**config.mk**
```make
export PLATFORM = sky130hd
export DESIGN_NAME = cursor_input_ctrl
export DESIGN_NICKNAME = d
export VERILOG_FILES = /design/src/rtl/cursor_input_ctrl.sv
export SDC_FILE = /design/constraint.sdc
export NUM_CORES = 1
export LEC_CHECK = 0
export CAP_MARGIN = 40
export CORE_UTILIZATION = 30
export CTS_CLUSTER_SIZE = 14
export DETAILED_ROUTE_END_ITERATION = 10
export GPL_TIMING_DRIVEN = 0
export PLACE_DENSITY = 0.54
export SETUP_SLACK_MARGIN = 0.05
export SYNTH_ARGS = -nofsm -noshare
export SYNTH_HDL_FRONTEND = slang
export SYNTH_SLANG_ARGS = --single-unit
```
**constraint.sdc**
```tcl
create_clock -name clk -period 7.5 [get_ports clk]
set_clock_uncertainty 0.2 [all_clocks]
set_input_delay 1.5 -clock clk [delete_from_list [all_inputs] [get_ports clk]]
set_output_delay 1.5 -clock clk [all_outputs]
set_load 0.02 [all_outputs]
```
**src/rtl/cursor_input_ctrl.sv**
```systemverilog
// Cursor/placement front end for the 3x3 TicTacToe board: turns debounced button
// levels into wrapped cursor moves with auto-repeat and a valid/ready placement request.
module cursor_input_ctrl #(
  parameter logic [23:0] REPEAT_DELAY = 24'd5000000,
  parameter logic [23:0] REPEAT_RATE  = 24'd1500000
) (
  input  logic       clk,
  input  logic       rst_n,
  input  logic       btn_up,
  input  logic       btn_down,
  input  logic       btn_left,
  input  logic       btn_right,
  input  logic       btn_sel,
  input  logic       enable,
  input  logic       place_ready,
  output logic [1:0] cursor_row,
  output logic [1:0] cursor_col,
  output logic [3:0] cursor_idx,
  output logic       place_valid,
  output logic [3:0] place_idx
);

  typedef enum logic [1:0] {
    ST_IDLE,
    ST_DELAY,
    ST_REPEAT
  } rep_state_e;

  // Bit order shared by level, previous-level and step vectors:
  // [0]=up [1]=down [2]=left [3]=right [4]=sel
  logic [4:0] btn_lvl;
  logic [4:0] prev_q;
  logic [4:0] press;
  logic [3:0] dir_lvl;

  assign btn_lvl = {btn_sel, btn_right, btn_left, btn_down, btn_up};
  assign press   = btn_lvl & ~prev_q;
  assign dir_lvl = btn_lvl[3:0];

  rep_state_e state_q, state_d;
  logic [23:0] cnt_q, cnt_d;
  logic [3:0]  held_q, held_d;
  logic [23:0] cnt_limit;
  logic        held_same;
  logic [3:0]  rep_step;

  logic [1:0] row_q, row_d;
  logic [1:0] col_q, col_d;
  logic [3:0] idx_q, idx_d;
  logic       pvalid_q, pvalid_d;
  logic [3:0] pidx_q, pidx_d;
  logic [3:0] step;

  function automatic logic [1:0] wrap_dec(input logic [1:0] v);
    return (v == 2'd0) ? 2'd2 : v - 2'd1;
  endfunction

  function automatic logic [1:0] wrap_inc(input logic [1:0] v);
    return (v == 2'd2) ? 2'd0 : v + 2'd1;
  endfunction

  assign cnt_limit = (state_q == ST_DELAY) ? REPEAT_DELAY : REPEAT_RATE;
  assign held_same = (dir_lvl == held_q);

  // Repeat FSM: state register
  always_ff @(posedge clk) begin
    if (!rst_n) begin
      state_q <= ST_IDLE;
      cnt_q   <= '0;
      held_q  <= '0;
    end else begin
      state_q <= state_d;
      cnt_q   <= cnt_d;
      held_q  <= held_d;
    end
  end

  // Repeat FSM: next state. Counter is reloaded to 1 on each step so it
  // never exceeds the active limit.
  always_comb begin
    state_d = state_q;
    cnt_d   = cnt_q;
    held_d  = held_q;
    unique case (state_q)
      ST_IDLE: begin
        if ($onehot(dir_lvl)) begin
          state_d = ST_DELAY;
          cnt_d   = 24'd1;
          held_d  = dir_lvl;
        end
      end
      ST_DELAY, ST_REPEAT: begin
        if (!held_same) begin
          state_d = ST_IDLE;
          cnt_d   = '0;
          held_d  = '0;
        end else if (cnt_q == cnt_limit) begin
          state_d = ST_REPEAT;
          cnt_d   = 24'd1;
        end else begin
          cnt_d = cnt_q + 24'd1;
        end
      end
      default: begin
        state_d = ST_IDLE;
        cnt_d   = '0;
        held_d  = '0;
      end
    endcase
  end

  // Repeat FSM: outputs
  always_comb begin
    rep_step = '0;
    if ((state_q != ST_IDLE) && held_same && (cnt_q == cnt_limit)) begin
      rep_step = held_q;
    end
  end

  // Cursor datapath: opposite steps cancel, orthogonal steps combine.
  always_comb begin
    step  = press[3:0] | rep_step;
    row_d = row_q;
    col_d = col_q;
    if (step[0] && !step[1]) row_d = wrap_dec(row_q);
    if (step[1] && !step[0]) row_d = wrap_inc(row_q);
    if (step[2] && !step[3]) col_d = wrap_dec(col_q);
    if (step[3] && !step[2]) col_d = wrap_inc(col_q);
    idx_d = {2'b00, row_d} + {1'b0, row_d, 1'b0} + {2'b00, col_d};
  end

  // Placement handshake: a completing transfer blocks acceptance on the same edge.
  always_comb begin
    pvalid_d = pvalid_q;
    pidx_d   = pidx_q;
    if (pvalid_q) begin
      if (place_ready) pvalid_d = 1'b0;
    end else if (press[4] && enable) begin
      pvalid_d = 1'b1;
      pidx_d   = idx_q;
    end
  end

  always_ff @(posedge clk) begin
    if (!rst_n) begin
      prev_q   <= btn_lvl;
      row_q    <= 2'd1;
      col_q    <= 2'd1;
      idx_q    <= 4'd4;
      pvalid_q <= 1'b0;
      pidx_q   <= '0;
    end else begin
      prev_q   <= btn_lvl;
      row_q    <= row_d;
      col_q    <= col_d;
      idx_q    <= idx_d;
      pvalid_q <= pvalid_d;
      pidx_q   <= pidx_d;
    end
  end

  assign cursor_row  = row_q;
  assign cursor_col  = col_q;
  assign cursor_idx  = idx_q;
  assign place_valid = pvalid_q;
  assign place_idx   = pidx_q;

  a_cursor_range: assert property (@(posedge clk)
    !rst_n || (row_q <= 2'd2 && col_q <= 2'd2 && idx_q <= 4'd8));

  a_idx_consistent: assert property (@(posedge clk)
    !rst_n || (idx_q == {2'b00, row_q} + {1'b0, row_q, 1'b0} + {2'b00, col_q}));

  a_place_idx_stable: assert property (@(posedge clk)
    (rst_n && pvalid_q && !place_ready) |=> (!rst_n || $stable(pidx_q)));

endmodule

```
==> impl_metrics.ini <==
[clocking]
cts_buffers = 5
htree_levels = 2
cts.sinks = 48
holdBufCountCts = 0
ctsLongestPathBuffers = 2
cts_resized = 0
cts_tree = built
clkTransAtPathRegs_ps = 90
insertion_delay_ps = 310
postCtsSetupRepairBufs = 0
clockRootBuffer = clkbuf_8

[logic_synthesis]
synth_edf_count = 0
ys_seq_area_frac = 0.373
syn_area_um2 = 2580
synthCells = 283
yosys.area.top_type = dfxtp_1
postSynth.asyncResetShare = 0
yosysTopAreaCellShare = 0.373
post_synth_num_cell_types = 52
avgSynthCellArea_um2 = 9.10
synth-seq-cells = 48
yosysWarnings = 0
synthFlopType = dfxtp_1
synth.area.top_cells = dfxtp_1, ha_1, xor2_1, nor2_1, nor2b_1
synth_fp_nets = 311

[layout]
drive_gt1_frac = 0.0641
fill_cells = 860
antenna_cells = 0
nNetsFinal = 339
area_growth_pct = 17.0

[drt]
vias = 2001
drtIter0Drc = 82
ant_nets = 0
wl_met1_um = 2540
drc = 0
dr.pass1.iters = 4
met3_length_um = 177
wire_per_inst_um = 12.1
route.met2.wl_um = 2240
highest_layer = met4
wirelength_um = 5030
vias_per_cell = 4.80

[floorplan]
dieWidth_um = 94.7
die-area_um2 = 8960
io_pins = 22
chipHeight_um = 94.7
rows = 33
initial_core_util = 0.312
core-area_um2 = 8260

[power]
seqPwrFrac = 0.481
sw_frac_of_total = 0.314
power_leakage_nw = 1.14
power_w = 0.000595
p_comb_frac = 0.241
ir_drop_uv = 67.5
p_sw_w = 0.000187
p_per_area_nw_per_um2 = 197
power.internal_w = 0.000408
clockPowerShare = 0.277

[placement]
gp_congestion = 0.745
hpwl_um = 3780
io_buffers = 21

[critical_path]
arrival_ps = 4980
crit_fanout = 5
critical_path_required_ps = 7500
end_kind = register
critPathKind = primary input to register
start_kind = primary input

[sta]
period_needed_ps = 4980
fin_setup_tns_ps = 0
finalHoldViolations = 0
worst_pin_slew_ps = 593
rsz0062_at_grt = false
period_share = 0.664
setup_violations = 0
clock.fmax_mhz = 201
drv_slew = 0
slew_headroom = 0.604

[global_route]
grt_usage = 0.126
grt_pass1_vias = 1955
grt_max_degree = 16
grt_overflow = 0
grt_first_pass_wirelength_um = 8920
antenna_found_initial = 0

[flow_run]
maxCapViolations = 0

[hold_path]
hold_class = register to register

[status]
status = completed
worst paths after layout:
kind | startpoint | end | slack (ps) | cells after the start
max | btn_up | cnt_q[22]$_SDFFE_PN0P_ | 2520 | 13
min | state_q[1]$_SDFFE_PN0P_ | state_q[1]$_SDFFE_PN0P_ | 290 | 2
max reg2reg | state_q[1]$_SDFFE_PN0P_ | cursor_idx[3]$_SDFF_PN0_ | 3540 | 15
min reg2reg | state_q[1]$_SDFFE_PN0P_ | state_q[1]$_SDFFE_PN0P_ | 290 | 2
metal layers:
| metal | track usage | vias up |
|---|---|---|
| met5 | 0 | - |
| met4 | 0.0417 | 0 |
| met3 | 0.0266 | 7 |
| met2 | 0.207 | 33 |
| met1 | 0.163 | 926 |
| li1 | - | 1035 |
synth_stat cells (5+ instances only):
cell type	n
nor2b_1	14
nand3_1	15
xor2_1	19
mux2i_1	7
and3_1	5
dfxtp_1	48
xnor2_1	7
a31oi_1	5
and2_1	7
inv_1	18
nor2_1	25
ha_1	18
nor3b_1	5
nand2_1	22
a21boi_0	6
critical path, cell delays in order:
cell and delay [ps]:
clkdlybuf4s50_1 550, inv_1 90, fa_1 540, inv_1 40, ha_1 170, ha_1 270, nor3b_1 420, o2111ai_1 330
nor3b_1 510, and2_1 290, nand2_1 90, xor2_1 130, nor2_1 50
cell type report:
class	count	area [um^2]	area share
flip-flops and latches	48	961	0.319
inverters	18	67.6	0.0224
plain buffers	8	42.5	0.0141
repair buffers	21	210	0.0697
clock buffers	6	82.6	0.0274
multi-input cells	209	1510	0.499
well taps	105	131	0.0436
clock inverters	2	15.0	0.00498
logic make-up after synthesis:
logic type,count (synthesis),synth area share
AOI/OAI and AO/OA,40,0.125
DFF,48,0.373
muxes,7,0.0272
xor gates and xnor gates,26,0.0884
and+or+nand+nor,117,0.248
buffers and inverters,26,0.0427
adders and majority gates,19,0.0952
stage by stage:
stage / util / hold WS [ps] / instances / setup slack, ps / area [um^2]
final: 0.365 / 292 / 417 / 2520 / 3020
after global routing: 0.365 / 331 / 417 / 2110 / 3020
after CTS: 0.365 / 295 / 417 / 2440 / 3020
after detailed placement: 0.353 / 277 / 409 / 2110 / 2920
after global placement: 0.353 / 269 / 409 / 2150 / 2920
after floorplan: - / 252 / 283 / 3080 / 2580
power groups by stage:
stage	combinational, W	clock, W	sequential (W)
floorplan	0.0000914	0	0.000298
global route	0.000166	0.000182	0.000289
finish	0.000143	0.000165	0.000286
detailed placement	0.000145	0	0.000292
CTS	0.000146	0.000172	0.000286
global placement	0.000146	0	0.000292
registers in the layout, summed over array words and instances (netlist names):
register	count
place_valid	1
prev_q	5
place_idx	4
cursor_col	2
cursor_row	2
cnt_q	24
held_q	4
state_q	2
cursor_idx	4
cells in the final DEF (no fill, tap or decap), types with 5 or more instances in the layout:
| master | instances |
|---|---|
| dfxtp_1 | 48 |
| nor2_1 | 25 |
| nand2_1 | 22 |
| clkdlybuf4s50_1 | 21 |
| xor2_1 | 19 |
| inv_1 | 18 |
| ha_1 | 18 |
| nand3_1 | 15 |
| nor2b_1 | 14 |
| mux2i_1 | 7 |
| and2_1 | 7 |
| xnor2_1 | 7 |
| a21boi_0 | 6 |
| clkbuf_8 | 6 |
| nor3b_1 | 5 |
| a31oi_1 | 5 |
| and3_1 | 5 |
Power figures use the tool's default switching activity.
